**config.mk**
```make
export PLATFORM = sky130hd
export DESIGN_NAME = dh_exchange_ctrl
export DESIGN_NICKNAME = d
export VERILOG_FILES = /design/src/rtl/dh_exchange_ctrl.sv
export SDC_FILE = /design/constraint.sdc
export NUM_CORES = 1
export LEC_CHECK = 0
export ABC_AREA = 0
export CAP_MARGIN = 25
export CORE_MARGIN = 10
export CORE_UTILIZATION = 25
export DETAILED_ROUTE_END_ITERATION = 8
export GPL_TIMING_DRIVEN = 0
export SLEW_MARGIN = 10
export SYNTH_ARGS = -nofsm -noshare
export SYNTH_HDL_FRONTEND = slang
export SYNTH_SLANG_ARGS = --single-unit
```
**constraint.sdc**
```tcl
create_clock -name clk -period 2.4 [get_ports clk]
set_input_delay 0.36 -clock clk [delete_from_list [all_inputs] [get_ports clk]]
set_output_delay 0.36 -clock clk [all_outputs]
set_load 0.03 [all_outputs]
```
**src/rtl/dh_exchange_ctrl.sv**
```systemverilog
// dh_exchange_ctrl
//   Sequences a two-party Diffie-Hellman exchange through one shared
//   modular-exponentiation engine: pub A = g^a, pub B = g^b, key A = B^a,
//   key B = A^b (all mod p), then compares both keys and strobes done_o.
//   A per-operation watchdog aborts the exchange if the engine stalls.
//
// Ports
//   clk, rst             clock; synchronous active-low reset
//   start_i              begin exchange (sampled only in IDLE)
//   g_i, p_i             generator, prime modulus (latched on start)
//   a_priv_i, b_priv_i   private exponents (latched on start)
//   me_start_o           one-cycle engine start pulse
//   me_base/exp/mod_o    engine operands, stable through the wait phase
//   me_done_i            engine result-valid pulse
//   me_result_i          engine result
//   pub_a_o, pub_b_o     registered public values
//   key_a_o, key_b_o     registered shared keys
//   busy_o               high outside IDLE
//   done_o               one-cycle completion (or abort) strobe
//   match_o              key_a_o == key_b_o, valid from done_o onward
//   err_o                watchdog abort, sticky until next start
module dh_exchange_ctrl #(
    parameter int WIDTH   = 32,
    parameter int TIMEOUT = 1024,
    parameter int TW      = 11
) (
    input  logic             clk,
    input  logic             rst,
    input  logic             start_i,
    input  logic [WIDTH-1:0] g_i,
    input  logic [WIDTH-1:0] p_i,
    input  logic [WIDTH-1:0] a_priv_i,
    input  logic [WIDTH-1:0] b_priv_i,
    output logic             me_start_o,
    output logic [WIDTH-1:0] me_base_o,
    output logic [WIDTH-1:0] me_exp_o,
    output logic [WIDTH-1:0] me_mod_o,
    input  logic             me_done_i,
    input  logic [WIDTH-1:0] me_result_i,
    output logic [WIDTH-1:0] pub_a_o,
    output logic [WIDTH-1:0] pub_b_o,
    output logic [WIDTH-1:0] key_a_o,
    output logic [WIDTH-1:0] key_b_o,
    output logic             busy_o,
    output logic             done_o,
    output logic             match_o,
    output logic             err_o
);

    typedef enum logic [2:0] {
        IDLE, PUB_A, PUB_B, SEC_A, SEC_B, CMP, FIN, ERR
    } state_t;

    state_t           state, state_nx;
    logic             issue, issue_nx;   // 1 = ISSUE phase, 0 = WAIT phase
    logic [TW-1:0]    wdog, wdog_nx;
    logic             accept, capture, set_err;

    logic [WIDTH-1:0] g_q, p_q, a_q, b_q;
    logic [WIDTH-1:0] pub_a_q, pub_b_q, key_a_q, key_b_q;
    logic             match_q, err_q;

    always_ff @(posedge clk) begin
        if (!rst) begin
            state   <= IDLE;
            issue   <= 1'b0;
            wdog    <= '0;
            g_q     <= '0;
            p_q     <= '0;
            a_q     <= '0;
            b_q     <= '0;
            pub_a_q <= '0;
            pub_b_q <= '0;
            key_a_q <= '0;
            key_b_q <= '0;
            match_q <= 1'b0;
            err_q   <= 1'b0;
        end else begin
            state <= state_nx;
            issue <= issue_nx;
            wdog  <= wdog_nx;
            if (accept) begin
                g_q     <= g_i;
                p_q     <= p_i;
                a_q     <= a_priv_i;
                b_q     <= b_priv_i;
                pub_a_q <= '0;
                pub_b_q <= '0;
                key_a_q <= '0;
                key_b_q <= '0;
                match_q <= 1'b0;
                err_q   <= 1'b0;
            end
            if (capture) begin
                case (state)
                    PUB_A:   pub_a_q <= me_result_i;
                    PUB_B:   pub_b_q <= me_result_i;
                    SEC_A:   key_a_q <= me_result_i;
                    SEC_B:   key_b_q <= me_result_i;
                    default: ;
                endcase
            end
            if (state == CMP) match_q <= (key_a_q == key_b_q);
            if (set_err)      err_q   <= 1'b1;
        end
    end

    always_comb begin
        state_nx   = state;
        issue_nx   = issue;
        wdog_nx    = wdog;
        accept     = 1'b0;
        capture    = 1'b0;
        set_err    = 1'b0;
        me_start_o = 1'b0;
        me_base_o  = '0;
        me_exp_o   = '0;
        me_mod_o   = '0;

        case (state)
            PUB_A: begin me_base_o = g_q;     me_exp_o = a_q; me_mod_o = p_q; end
            PUB_B: begin me_base_o = g_q;     me_exp_o = b_q; me_mod_o = p_q; end
            SEC_A: begin me_base_o = pub_b_q; me_exp_o = a_q; me_mod_o = p_q; end
            SEC_B: begin me_base_o = pub_a_q; me_exp_o = b_q; me_mod_o = p_q; end
            default: ;
        endcase

        case (state)
            IDLE: begin
                if (start_i) begin
                    state_nx = PUB_A;
                    issue_nx = 1'b1;
                    accept   = 1'b1;
                end
            end
            PUB_A, PUB_B, SEC_A, SEC_B: begin
                if (issue) begin
                    me_start_o = 1'b1;
                    issue_nx   = 1'b0;
                    wdog_nx    = '0;
                end else if (me_done_i) begin
                    // done is checked before the timeout so a coincident result still counts
                    capture  = 1'b1;
                    issue_nx = 1'b1;
                    case (state)
                        PUB_A:   state_nx = PUB_B;
                        PUB_B:   state_nx = SEC_A;
                        SEC_A:   state_nx = SEC_B;
                        default: state_nx = CMP;
                    endcase
                end else if (wdog == TW'(TIMEOUT - 1)) begin
                    state_nx = ERR;
                    issue_nx = 1'b0;
                    set_err  = 1'b1;
                end else begin
                    wdog_nx = wdog + TW'(1);
                end
            end
            CMP:     state_nx = FIN;
            FIN:     state_nx = IDLE;
            ERR:     state_nx = IDLE;
            default: state_nx = IDLE;
        endcase
    end

    assign pub_a_o = pub_a_q;
    assign pub_b_o = pub_b_q;
    assign key_a_o = key_a_q;
    assign key_b_o = key_b_q;
    assign match_o = match_q;
    assign err_o   = err_q;
    assign busy_o  = (state != IDLE);
    assign done_o  = (state == FIN) || (state == ERR);

endmodule
```
==> metrics, run 1 <==
outcome finished, violations left; failing checks negative setup slack; commonest non-fill, non-tap cell in the layout nand2_1; Fillers about 4600; commonest non-fill, non-tap cells in the layout nand2_1, clkdlybuf4s50_1, dfxtp_1, nor2_1, a22oi_1; vias per cell 4.85; top cells by area, synth dfxtp_1, nand2_1, a22oi_1, nor2_1, a21boi_0; CTS H-Tree Depth 2; CP max stage cell dfxtp_4; largest area contributor in the synthesized netlist dfxtp_1; Routability Congestion 0.872; maxcap violations 0; CTS tree built; top-area cell type share of the netlist area 47.3%; GRT Residual Overflow 0; Final TNS setup -0.0102 ns; Slew Limit Headroom roughly two fifths; PwrDens approximately 970 nW/um^2; FP Rows just under 80; Root Driver clkbuf_16; WP buf/inv 4; final setup violation count 1; Worst EP arrival about 2.1 ns; final WL between 50000 and 60000 um; Max Clk Rate 415 MHz; Largest stage delay, worst path roughly 0.37 ns; IO Pins between 300 and 400; min cycle time layout roughly 2.4 ns; RSZ-0062 raised after global routing true; worst setup path category flop to output port; first-pass GRT wire length 78900 um; Post-route DRC 0; CTS max path bufs 3; Slew Limit Fails 0; Worst-Skew Late Latency between 0.5 and 0.6 ns; crit-path most repeated cell buf_12; post-synthesis register bit count roughly 270; Die Area around 55000 um^2; startpoint type of the worst setup path flop; Clock Sinks between 200 and 300; GRT Total Usage approximately 18%; required time of the critical path about 2.0 ns; WL/cell about 22 um; area growth from synthesis to layout 53.2%; core area between 40000 and 50000 um^2; vias in the first global route 12200; clock skew 0.0246 ns; Post-Syn Area between 10000 and 15000 um^2; CP Capture Type output port; DIE WIDTH approximately 230 um; Worst-path clk slew 0.06 ns; HP Class input pin to flop; routed vias around 12000; fin util just under 40%; largest delay contributor family on the critical path buffers and inverters; largest net degree at the start of global routing 20; dpl cell area about 16000 um^2; port bufs between 300 and 400; Ys Warns 0; DRT Pass-1 Iters 5; sequential share of the synthesized area between 40% and 50%; setup ws final -0.0102 ns; Async SR Flop Fraction 0%; crit-path max FO 5; Vert. Die Dim around 230 um; antenna violations before repair 5; Unique masters post-synth between 50 and 60; Post-DP HPWL 40600 um; Primary FF master, synth dfxtp_1; Avg Cell Area, Syn approximately 8.4 um^2; DRT antenna net count 0; Num CTS Buffers 34; number of flops mapped to enable cells by yosys 0; final hold slack approximately 0.34 ns; CP Cell Sequence buf_12, xor2_4, buf_12, buf_16, a22oi_2, o21ai_2, buf_6; Post-Syn Instances roughly 1400; final instance area between 15000 and 20000 um^2; Worst-Margin Slew about 0.88 ns; Leakage Power roughly 6.6 nW; initial core utilization 25.3%; Starting DRT DRC Count between 600 and 700; share of cells above drive strength 1 roughly 17%; synthesized net count between 1500 and 2000; crit share post-route 100%; fin nets between 1500 and 2000; Fin. Hold Viols 0; peak supply drop around 0.48 mV
-- routing by layer --
metal	routed length [um]	vias up	global-route usage [%]
li1	-	5634	-
met5	34	-	0
met2	25400	415	30.9
met1	21300	5679	20.8
met4	1690	4	6.16
met3	4650	81	6.91
-- cells in the mapped netlist, types with 2 or more instances --
library cell and n:
and3_1 37, clkbuf_1 73, nor3_1 2, a21boi_0 58, buf_4 2, a22oi_1 127, nor3b_1 2, dfxtp_1 273
and2_1 5, xor2_1 4, mux2i_1 6, xnor2_1 30, a21oi_1 84, nor2b_1 10, a22oi_2 30, a31oi_1 4
buf_2 39, inv_1 5, nand3_1 10, nand2b_1 2, buf_6 7, nor2_1 137, nor4_1 4, a22o_1 32
nand2_1 307, nand4_1 9, o21ai_0 45
-- path summary, 6_finish.rpt --
kind / startpoint / end / cells past startpoint / slack (ns)
max reg2reg: state[1]$_SDFFE_PN0P_ / pub_b_o[23]$_SDFF_PN0_ / 8 / 0.20
max: state[1]$_SDFFE_PN0P_ / me_base_o[24] / 7 / -0.01
min reg2reg: p_q[7]$_SDFFE_PN0P_ / p_q[7]$_SDFFE_PN0P_ / 2 / 0.45
min: me_done_i / err_o$_SDFFE_PN0P_ / 4 / 0.34
-- cell families after synthesis --
group,after synthesis,synth area share (%)
AND/OR/NAND/NOR,536,19.9
AO/OA/AOI/OAI,392,24.4
flip-flops,273,47.3
buffers and inverters,128,5.10
XOR/XNOR,34,2.58
multiplexers,6,0.520
adder cells (fa/ha/maj),1,0.108
-- state kept, by name, summed over array words and instances, names as in the netlist, 3 cells and up --
signal	flops
a_q	32
b_q	32
g_q	32
key_a_o	32
key_b_o	32
p_q	32
pub_a_o	32
pub_b_o	32
wdog	11
state	3
-- area by class of cell --
type | count | area, um^2 | area share, %
clock buffers | 51 | 996 | 5.63
well taps | 600 | 751 | 4.24
multi-input cells | 969 | 5700 | 32.2
plain buffers | 118 | 772 | 4.36
flip-flops and latches | 273 | 5480 | 31.0
repair buffers | 408 | 3850 | 21.8
inverters | 6 | 25.0 | 0.141
clock inverters | 7 | 116 | 0.658
diodes | 4 | 10.0 | 0.0566
-- tightest hold or removal path: stages --
cell and delay (ns):
buf_2 0.22, nor4_1 0.09, a21oi_1 0.11, nor2b_1 0.05
-- stage by stage --
stage	total power [W]	setup WS [ns]	instances
floorplan	0.00893	0.200	1370
global placement	0.0114	-0.637	2361
detailed placement	0.0114	-0.639	2361
CTS	0.0172	-0.0776	2428
global route	0.0181	-0.0735	2433
finish	0.0172	-0.0102	2436
-- power by group --
| part | total (W) | internal [W] | switching, W |
|---|---|---|---|
| clock | 0.00521 | 0.00318 | 0.00203 |
| sequential | 0.00551 | 0.00509 | 0.000419 |
| combinational | 0.00652 | 0.00243 | 0.00409 |
-- timing repair --
item                                   CTS  global route
resized for setup                      598           154
endpoints found under the hold margin    0             0
pin swaps                                5            14
gates cloned                             2             1
hold buffers                             0             0
setup endpoints to repair              129           107
buffers inserted                         8             6
Note: power is estimated with default switching activity, not from simulation.
==> run 2: changes to the inputs <==
--- a/config.mk
+++ b/config.mk
@@ -11,7 +11,9 @@
 export CORE_UTILIZATION = 25
 export DETAILED_ROUTE_END_ITERATION = 8
 export GPL_TIMING_DRIVEN = 0
+export SETUP_SLACK_MARGIN = 0.1
 export SLEW_MARGIN = 10
 export SYNTH_ARGS = -nofsm -noshare
 export SYNTH_HDL_FRONTEND = slang
 export SYNTH_SLANG_ARGS = --single-unit
+export TNS_END_PERCENT = 50
==> metrics, run 2 (synthesis results as in run 1) <==
peak supply drop 0.468 mV (-2.3%); vias per cell 4.89 (+0.86%); largest net degree at the start of global routing 13 (-35%); area growth from synthesis to layout 55.9%; final setup violation count 30 (+29); worst flop-to-flop path endpoint match_o$_SDFFE_PN0P_; Starting DRT DRC Count 738 (+17%); Worst-Skew Late Latency 0.54 ns (about the same); CP Capture Type output port; setup ws final -0.0542 ns (-0.0440 ns); Post-DP HPWL 40600 um (unchanged); GRT Total Usage 18.3% (+0.023 points); Worst-path clk slew 0.06 ns (about the same); GRT met2 Usage 30.3% (-0.58 points); Slew Limit Fails 0 (unchanged); Num CTS Buffers 34 (unchanged); Post-route DRC 0 (unchanged); first-pass GRT wire length 78900 um (about the same); cts hold-fix bufs 0 (unchanged); Reg2Reg Setup Slack 0.16 ns (-0.04 ns); worst setup path category flop to output port; Vert. Die Dim 235 um (unchanged); crit-path most repeated cell buf_6; commonest non-fill, non-tap cells in the layout nand2_1, clkdlybuf4s50_1, dfxtp_1, nor2_1, a22oi_1; routed vias 12000 (+1.4%); clock skew 0.0273 ns (+0.00267 ns); GR Util met3 6.77% (-0.14 points); Fin. Hold Viols 0 (unchanged); CP max stage cell dfxtp_4; Critical Path Source state[0]$_SDFFE_PN0P_; RSZ-0062 raised after global routing true; GRT Residual Overflow 0 (unchanged); min cycle time layout 2.45 ns (+0.0440 ns); Max Clk Rate 407 MHz (-1.8%); crit-path max FO 5 (unchanged); Final TNS setup -0.480 ns (-0.470 ns); DRT antenna net count 0 (unchanged); commonest non-fill, non-tap cell in the layout nand2_1; maxcap violations 0 (unchanged); Root Driver clkbuf_16; M1 GR Usage 20.9% (+0.13 points); FF-to-FF Start state[0]$_SDFFE_PN0P_; outcome finished, violations left; initial core utilization 25.3% (unchanged); pre-CTS WS -0.639 ns (unchanged); fin nets 1989 (+0.71%); CTS max path bufs 3 (unchanged); fin util 39.5% (+0.69 points); depth of the most critical reg-to-reg path 7 (-1); Worst-Margin Slew 0.849 ns (-0.0267 ns); required time of the critical path 2.04 ns (about the same); antenna violations before repair 5 (unchanged); final hold slack 0.329 ns (-0.00569 ns); Leakage Power 6.77 nW (+2.0%); Routability Congestion 0.872 (unchanged); port bufs 391 (unchanged); core area 45600 um^2 (unchanged); CTS H-Tree Depth 2 (unchanged); WL/cell 22.0 um (+0.66%); failing checks negative setup slack; FP Rows 78 (unchanged); CP Cell Sequence buf_8, xor2_4, buf_6, buf_12, a22oi_1, o21ai_2, buf_6; Largest stage delay, worst path 0.39 ns (+0.02 ns); final WL 53800 um (+1.2%); Worst EP arrival 2.09 ns (+0.04 ns); Slew Limit Headroom 43.4% (+1.8 points); DIE WIDTH 235 um (unchanged); vias in the first global route 12300 (+0.86%); IO Pins 393 (unchanged); HP Class input pin to flop; DRT Pass-1 Iters 5 (unchanged); gr busiest metal met2; Clock Sinks 273 (unchanged); startpoint type of the worst setup path flop; PwrDens 989 nW/um^2 (+1.5%); Die Area 55200 um^2 (unchanged); crit share post-route 102% (+1.8 points); share of cells above drive strength 1 16.8% (+0.25 points); CTS tree built; crit path capture me_base_o[18]
## run 2: final cells by class
class / instances / area [um^2]
fill: 4566 / 27600
multi-input combinational: 969 / 5700
sequential: 273 / 5480
timing repair buffer: 418 / 4090
clock buffer: 51 / 996
buffer: 122 / 856
tap: 600 / 751
clock inverter: 7 / 116
inverter: 6 / 25.0
antenna: 2 / 5.00
## run 2: report_power, final
part | internal, W | switching (W) | total, W
sequential | 0.00509 | 0.000403 | 0.00550
combinational | 0.00283 | 0.00427 | 0.00710
clock | 0.00318 | 0.00204 | 0.00522
## run 2: per-stage QoR
step / area (um^2) / cells / power, W
after floorplan: 11600 / 1370 / 0.00893
after global placement: 16200 / 2361 / 0.0114
after detailed placement: 16200 / 2361 / 0.0114
after CTS: 17700 / 2431 / 0.0174
after global routing: 18000 / 2446 / 0.0187
final: 18000 / 2448 / 0.0178
## run 2: how the worst min path moves through the flow
| stage | to | start | cells past startpoint |
|---|---|---|---|
| floorplan | wdog[10]$_SDFFE_PN0P_ | wdog[10]$_SDFFE_PN0P_ | 2 |
| global placement | wdog[10]$_SDFFE_PN0P_ | wdog[10]$_SDFFE_PN0P_ | 2 |
| detailed placement | p_q[6]$_SDFFE_PN0P_ | p_q[6]$_SDFFE_PN0P_ | 2 |
| CTS | err_o$_SDFFE_PN0P_ | me_done_i | 4 |
| global route | err_o$_SDFFE_PN0P_ | me_done_i | 4 |
| finish | err_o$_SDFFE_PN0P_ | me_done_i | 4 |
## run 2: critical path: cells and delay by family (launching register included)
| family | cells | cell delay (ns) |
|---|---|---|
| compound gates | 2 | 0.29 |
| xor+xnor | 1 | 0.24 |
| flops | 1 | 0.39 |
| buf+inv | 4 | 0.61 |
## run 2: repair_timing
| action | 4_1_cts | 5_1_grt |
|---|---|---|
| cloned | 1 | 5 |
| gates resized for setup | 711 | 68 |
| buffers inserted | 11 | 10 |
| setup endpoints to repair | 130 | 184 |
| pin swaps | 6 | 25 |
## run 2: per-layer routing
layer	vias up	routed length, um
met5	-	25
met4	4	1870
met3	95	4700
met2	457	25700
met1	5746	21500
li1	5671	-
==> run 3: changes to the inputs <==
--- a/config.mk
+++ b/config.mk
@@ -12,7 +12,7 @@
 export DETAILED_ROUTE_END_ITERATION = 8
 export GPL_TIMING_DRIVEN = 0
 export SETUP_SLACK_MARGIN = 0.1
-export SLEW_MARGIN = 10
+export SLEW_MARGIN = 40
 export SYNTH_ARGS = -nofsm -noshare
 export SYNTH_HDL_FRONTEND = slang
 export SYNTH_SLANG_ARGS = --single-unit
==> metrics, run 3 (synthesis results as in run 1) <==
routed vias 11900 (-0.71%); WP buf/inv 4 (unchanged); GRT Residual Overflow 0 (unchanged); Slew Limit Headroom 44.6% (+1.2 points); FF-to-FF Start state[0]$_SDFFE_PN0P_; initial core utilization 25.3% (unchanged); Worst-Skew Late Latency 0.54 ns (about the same); startpoint type of the worst setup path flop; failing checks negative setup slack; RSZ-0062 raised after global routing true; largest net degree at the start of global routing 13 (unchanged); vias per cell 4.86 (-0.67%); Largest stage delay, worst path 0.39 ns (about the same); Routability Congestion 0.872 (unchanged); vias in the first global route 12300 (-0.11%); crit-path max FO 5 (unchanged); Worst-Margin Slew 0.831 ns (-0.0185 ns); Worst EP arrival 2.10 ns (about the same); hold wc startpoint me_done_i; Vert. Die Dim 235 um (unchanged); Starting DRT DRC Count 619 (-16%); required time of the critical path 2.04 ns (about the same); largest delay contributor family on the critical path buffers and inverters; Num CTS Buffers 34 (unchanged); Clock Sinks 273 (unchanged); Reg2Reg Setup Slack 0.16 ns (about the same); IO Pins 393 (unchanged); FP Rows 78 (unchanged); outcome finished, violations left; Critical Path Source state[0]$_SDFFE_PN0P_; Slew Limit Fails 0 (unchanged); CTS tree built; CTS max path bufs 3 (unchanged); commonest non-fill, non-tap cell in the layout nand2_1; Final TNS setup -0.369 ns (+0.111 ns); peak supply drop 0.468 mV (about the same); power after layout 0.0178 W (+0.11%); maxcap violations 0 (unchanged); worst setup path category flop to output port; Max Clk Rate 407 MHz (-0.23%); Leakage Power 6.75 nW (-0.33%); HP Class input pin to flop; first-pass GRT wire length 78800 um (-0.14%); GRT Total Usage 18.3% (about the same); crit share post-route 102% (+0.24 points); CTS H-Tree Depth 2 (unchanged); Root Driver clkbuf_16; cts hold-fix bufs 0 (unchanged); antenna violations before repair 5 (unchanged); CP max stage cell dfxtp_4; Fin. Hold Viols 0 (unchanged); commonest non-fill, non-tap cells in the layout nand2_1, clkdlybuf4s50_1, dfxtp_1, nor2_1, a22oi_1; CP Cell Sequence buf_8, xor2_4, buf_6, buf_12, a22oi_2, o21ai_2, buf_6; clock skew 0.0255 ns (-0.00178 ns); Post-DP HPWL 40600 um (about the same); DRT Pass-1 Iters 5 (unchanged); Die Area 55200 um^2 (unchanged); port bufs 391 (unchanged); final setup violation count 20 (-33%); core area 45600 um^2 (unchanged); Post-route DRC 0 (unchanged); CP Capture Type output port; setup ws final -0.0599 ns (-0.00569 ns); PwrDens 991 nW/um^2 (+0.14%); crit-path most repeated cell buf_6; share of cells above drive strength 1 17.2% (+0.33 points); min cycle time layout 2.46 ns (+0.00569 ns); final WL 53600 um (-0.34%); WL/cell 21.9 um (-0.30%); fin nets 1989 (unchanged); DRT antenna net count 0 (unchanged); Worst-path clk slew 0.06 ns (about the same); area growth from synthesis to layout 55.9% (about the same); DIE WIDTH 235 um (unchanged)
run 3: per-layer routing:
layer	track usage, %	routed length [um]
met1	21.0	21700
met2	30.6	25700
met3	6.60	4370
met4	6.98	1800
met5	0	31
run 3: worst register-to-register path, delay by kind of cell (launching register included):
| family | cells | cell delay (ns) |
|---|---|---|
| DFF | 1 | 0.39 |
| buffers and inverters | 3 | 0.53 |
| AOI/OAI and AO/OA | 1 | 0.12 |
| and+or+nand+nor | 4 | 1.07 |
run 3: worst paths after layout:
check	depth (start not counted)	endpoint
min	4	err_o$_SDFFE_PN0P_
max reg2reg	8	key_a_o[23]$_SDFF_PN0_
max	7	me_base_o[17]
min reg2reg	2	p_q[7]$_SDFFE_PN0P_
run 3: through the flow:
step | instances | area, um^2 | hold slack [ns] | utilization [%] | worst slack, ns
2_1_floorplan | 1370 | 11600 | 0.420 | - | 0.200
3_3_place_gp | 2361 | 16200 | 0.430 | 35.6 | -0.637
3_5_place_dp | 2361 | 16200 | 0.443 | 35.6 | -0.641
4_1_cts | 2432 | 17700 | 0.298 | 38.9 | -0.0861
5_1_grt | 2446 | 18000 | 0.356 | 39.5 | -0.124
6_report | 2447 | 18000 | 0.339 | 39.5 | -0.0599
run 3: power by group:
part | internal [W] | switching (W) | total [W]
sequential | 0.00509 | 0.000405 | 0.00550
combinational | 0.00287 | 0.00426 | 0.00713
clock | 0.00318 | 0.00203 | 0.00521
run 3: cell type report:
cell class                      count  area, um^2
Antenna cell                        1        2.50
Buffer                            122         847
Clock buffer                       51         996
Clock inverter                      7         116
Fill cell                        4585       27600
Inverter                            6        27.5
Multi-Input combinational cell    969        5700
Sequential cell                   273        5480
Tap cell                          600         751
Timing Repair Buffer              418        4090
run 3: what timing repair did:
item,CTS,global route
resized for setup,719,82
cloned,2,3
setup endpoints to repair,130,181
setup buffers,11,11
pin swaps,7,20
==> RTL edit 1 (config.mk and constraints of run 2) <==
Re-encode `state_t` (8 states) as one-hot, 8 bits wide.
--- a/src/rtl/dh_exchange_ctrl.sv
+++ b/src/rtl/dh_exchange_ctrl.sv
@@ -47,8 +47,8 @@
     output logic             err_o
 );
 
-    typedef enum logic [2:0] {
-        IDLE, PUB_A, PUB_B, SEC_A, SEC_B, CMP, FIN, ERR
+    typedef enum logic [7:0] {
+        IDLE = 8'b00000001, PUB_A = 8'b00000010, PUB_B = 8'b00000100, SEC_A = 8'b00001000, SEC_B = 8'b00010000, CMP = 8'b00100000, FIN = 8'b01000000, ERR = 8'b10000000
     } state_t;
 
     state_t           state, state_nx;
Function: same outputs for any inputs over 4 cycles, from zero or initial values and one cycle with rst low; so few cycles prove little.
==> RTL edit 1 against run 2 <==
The flow still finishes with violations (setup timing). Sequential cell count grew 5. Register-to-register slack lost 70 ps. Count of clock-buffer cells in the layout shrank 5. Cell area grew 3.6%. Routed wire length grew 2.6%. Via count grew 6.0%. Setup slack lost 350 ps. Sequential share of layout area shrank 0.58 points. Synthesized area grew 1.7%.
Power is not compared: it rests on default switching activity, and its combinational part moved more than twofold at a synthesized area within 25%.
==> RTL edit 1: results <==
{
  "slowest_delay_ps": 560,
  "grt_util_met2_pct": 31.3,
  "fin_skew_ps": 18.9,
  "post_drt_wl_per_cell_um": 21.4,
  "nets": 2112,
  "drtPass1Iterations": 6,
  "grt_max_degree": 13,
  "hpwl_mm": 42.4,
  "drt_iter0_markers": 1007,
  "setup_viol": 97,
  "ys_warn_count": 0,
  "ys.flop_type": "dfxtp_1",
  "worstMarginPinSlew_ps": 769,
  "r2r_end": "key_b_o[2]$_SDFF_PN0_",
  "synth_cell_types": 56,
  "finalMaxSlewViolations": 0,
  "grt_util_met3_pct": 6.53,
  "synth_nets": 1649,
  "gp_congestion": 0.856,
  "avgViaCountPerCell": 4.92,
  "clk_latency_ps": 550,
  "crit_path_top_delay_cell": "or4_4",
  "vdd_ir_drop_max_mv": 0.428,
  "hold_path.class": "in -> reg",
  "violations": "setup timing",
  "first_global_vias": 12693,
  "power.clock.fraction_pct": 45.3,
  "grt_use_met1_pct": 21.7,
  "synth_seq_area_share_pct": 47.4,
  "r2r_setup_slack_ps": 90,
  "reg2reg_depth": 8,
  "cts_buffer_depth": 3,
  "synth.area.top_cells": "dfxtp_1 (47%), nand2_1 (13%), a21oi_1 (9.1%)",
  "nFillCells": 4736,
  "crit_family": "buffers and inverters",
  "antenna_found_initial": 5,
  "crit_start": "state[7]$_SDFFE_PN0P_",
  "grt_first_pass_wirelength_mm": 80.6,
  "cts_root_buffer": "clkbuf_16",
  "path_max_fanout": 10,
  "outcome": "complete, but fails checks",
  "setup_slack_ps": -400,
  "ys_top_cells_by_count": "nand2_1 (402), dfxtp_1 (278), a21oi_1 (214)",
  "track_usage_pct": 18.7,
  "drive_gt1_share_pct": 16.2,
  "critPathCapture": "me_base_o[7]",
  "antenna_cells": 0
}
[RTL edit 1: power groups by stage]
stage / clock network [mW] / logic [mW] / registers [mW]
after floorplan: 0 / 0.598 / 4.96
after global placement: 0 / 1.23 / 4.98
after detailed placement: 0 / 1.24 / 4.99
after CTS: 5.27 / 1.33 / 4.89
after global routing: 5.45 / 1.46 / 4.91
final: 5.15 / 1.34 / 4.89
[RTL edit 1: per-stage QoR]
| step | setup slack, ps | area, um^2 | hold WS (ps) | setup TNS [ps] | instances |
|---|---|---|---|---|---|
| 3_3_place_gp | -1270 | 16400 | 438 | -123160 | 2482 |
| 3_5_place_dp | -1270 | 16400 | 445 | -140220 | 2482 |
| 4_1_cts | -389 | 18500 | 221 | -30530 | 2572 |
| 5_1_grt | -467 | 18700 | 258 | -36180 | 2580 |
| 6_report | -400 | 18700 | 240 | -28520 | 2580 |
| 2_1_floorplan | 142 | 11700 | 430 | 0 | 1484 |
[RTL edit 1: cells by family (layout without fill, tap and decap cells)]
group | after synthesis | after routing | share of synthesized area [%]
AO/OA/AOI/OAI | 353 | 353 | 19.0
XOR/XNOR | 37 | 37 | 2.76
adder cells (fa/ha/maj) | 1 | 1 | 0.107
buffers and inverters | 167 | 656 | 6.01
flip-flops | 278 | 278 | 47.4
multiplexers | 1 | 1 | 0.0852
AND/OR/NAND/NOR | 647 | 647 | 24.6
[RTL edit 1: area by class of cell]
cell class	instances	area share (%)
multi-input cells	1039	30.3
inverters	39	0.784
well taps	607	4.07
repair buffers	427	24.0
clock buffers	46	5.07
plain buffers	128	5.10
clock inverters	16	0.831
flip-flops and latches	278	29.8
[RTL edit 1: layer usage]
layer | vias up | routed length (um)
li1 | 6034 | -
met1 | 5984 | 21600
met2 | 573 | 26200
met3 | 92 | 5550
met4 | 8 | 1760
met5 | - | 59
[RTL edit 1: how the worst min path moves through the flow]
stage / startpoint / endpoint / slack [ps] / depth (start not counted)
detailed placement: p_q[10]$_SDFFE_PN0P_ / p_q[10]$_SDFFE_PN0P_ / 450 / 2
finish: me_done_i / state[5]$_SDFFE_PN0P_ / 240 / 3
global placement: p_q[3]$_SDFFE_PN0P_ / p_q[3]$_SDFFE_PN0P_ / 440 / 2
CTS: me_done_i / state[5]$_SDFFE_PN0P_ / 220 / 3
global route: me_done_i / state[5]$_SDFFE_PN0P_ / 260 / 3
floorplan: p_q[31]$_SDFFE_PN0P_ / p_q[31]$_SDFFE_PN0P_ / 430 / 2
[RTL edit 1: what timing repair did]
| action | in CTS | in global routing |
|---|---|---|
| setup buffers | 21 | 7 |
| cloned | 7 | 1 |
| gates resized for setup | 833 | 58 |
| pin swaps | 54 | 19 |
| setup endpoints to repair | 339 | 347 |
==> RTL edit 2 (config.mk and constraints of run 2) <==
Made on the original files. Change the parameter `WIDTH` from 32 to 40.
--- a/src/rtl/dh_exchange_ctrl.sv
+++ b/src/rtl/dh_exchange_ctrl.sv
@@ -20,7 +20,7 @@
 //   match_o              key_a_o == key_b_o, valid from done_o onward
 //   err_o                watchdog abort, sticky until next start
 module dh_exchange_ctrl #(
-    parameter int WIDTH   = 32,
+    parameter int WIDTH   = 40,
     parameter int TIMEOUT = 1024,
     parameter int TW      = 11
 ) (
Interface: changed (12 resized); port bits go from 393 to 489. No check against the original RTL was run, so the function may have changed too.
==> RTL edit 2 against run 2 <==
First-iteration DRC count up 14%. Setup slack better by 36 ps. Cell area up 29%. Power up 41%. Routed wire length up 31%. Synthesized area up 24%. Sequential cell count up 64. Critical endpoint is now me_base_o[7]. Utilization up 1.5 points. The run still ends with setup timing left.
==> RTL edit 2: results <==
{
  "utilization_pct": 41.0,
  "gp_congestion": 0.880,
  "path_max_fanout": 8,
  "syn_avg_cell_area_um2": 8.75,
  "grt_first_pass_wirelength_mm": 101,
  "clk_latency_ps": 570,
  "ys_top_cells_by_count": "nand2_1 (368), dfxtp_1 (337), a22oi_1 (200)",
  "synth_nets": 1838,
  "hpwl_mm": 53.7,
  "violations": "setup timing",
  "cts-buffers-inserted": 41,
  "critical_path_arrival_ps": 2060,
  "setup_viol": 8,
  "fin_skew_ps": 17.1,
  "synth_xor_area_share_pct": 2.76,
  "antenna_found_initial": 8,
  "synth_edf_count": 0,
  "place_area_um2": 20100,
  "nFillCells": 5497,
  "muxShareOfSynthArea_pct": 0,
  "synth_compound_area_share_pct": 24.3,
  "synthAdderAreaFrac_pct": 0.158,
  "nets": 2405,
  "cts_root_buffer": "clkbuf_16",
  "crit_path_top_delay_cell": "dfxtp_2",
  "slowest_delay_ps": 330,
  "htreeDepth": 2,
  "synth_cell_types": 50,
  "p_leak_nw": 8.80,
  "min_path_cells": 3,
  "first_global_vias": 15060,
  "fin_cells": 2989,
  "synth.area.top_cells": "dfxtp_1 (47%), a22oi_1 (11%), nand2_1 (9.7%)",
  "routed-via-count": 14595,
  "worstMarginPinSlew_ps": 839,
  "setup_slack_ps": -17.7,
  "reg2reg_depth": 8,
  "dp.cells": 2876,
  "outcome": "complete, but fails checks",
  "io_buffers": 487,
  "vdd_ir_drop_max_mv": 0.539,
  "synth_seq_area_share_pct": 47.2,
  "drive_gt1_share_pct": 19.8,
  "post_drt_wl_per_cell_um": 23.5,
  "drt_iter0_markers": 840,
  "track_usage_pct": 19.8
}
[RTL edit 2: repair_timing]
action                                   CTS  global route
resized for setup                       1005           158
endpoints found under the setup margin   387           365
cloned                                     7             3
pin swaps                                 21            44
buffers inserted                          24             3
[RTL edit 2: metrics by stage]
stage	hold WS, ps	setup slack [ps]	setup TNS (ps)
after floorplan	439	24.4	0
after global placement	449	-1130	-202900
after detailed placement	454	-1190	-212530
after CTS	328	-32.1	-405
after global routing	353	-99.7	-3640
final	359	-17.7	-90.0
[RTL edit 2: path summary, 6_finish.rpt]
path	slack, ps	endpoint	from
worst max-delay path	-20	me_base_o[7]	state[2]$_SDFFE_PN0P_
worst min-delay path	360	b_q[2]$_SDFFE_PN0P_	b_priv_i[2]
worst max register to register	90	pub_b_o[14]$_SDFF_PN0_	state[1]$_SDFFE_PN0P_
worst min register to register	460	p_q[33]$_SDFFE_PN0P_	p_q[33]$_SDFFE_PN0P_
[RTL edit 2: power by group]
part           leakage [nW]  switching, mW  total (mW)  internal, mW
registers              2.74          0.673        7.10          6.43
clock network         0.690           2.56        6.48          3.92
logic                  5.37           7.06        11.5          4.47
[RTL edit 2: routing by layer]
| layer | vias up | share of wire, % | track usage [%] |
|---|---|---|---|
| met5 | - | 0.095 | 0 |
| met4 | 10 | 2.7 | 6.55 |
| met3 | 105 | 7.1 | 4.78 |
| met2 | 541 | 46 | 31.9 |
| met1 | 7133 | 44 | 25.5 |
| li1 | 6806 | - | - |
[RTL edit 2: cell type report]
type / instances / area share, %
Multi-Input combinational cell: 1147 / 33.5
Sequential cell: 337 / 29.1
Timing Repair Buffer: 524 / 22.5
Clock buffer: 56 / 5.15
Buffer: 146 / 4.66
Tap cell: 756 / 4.08
Clock inverter: 18 / 0.896
Inverter: 3 / 0.0756
Antenna cell: 2 / 0.0216
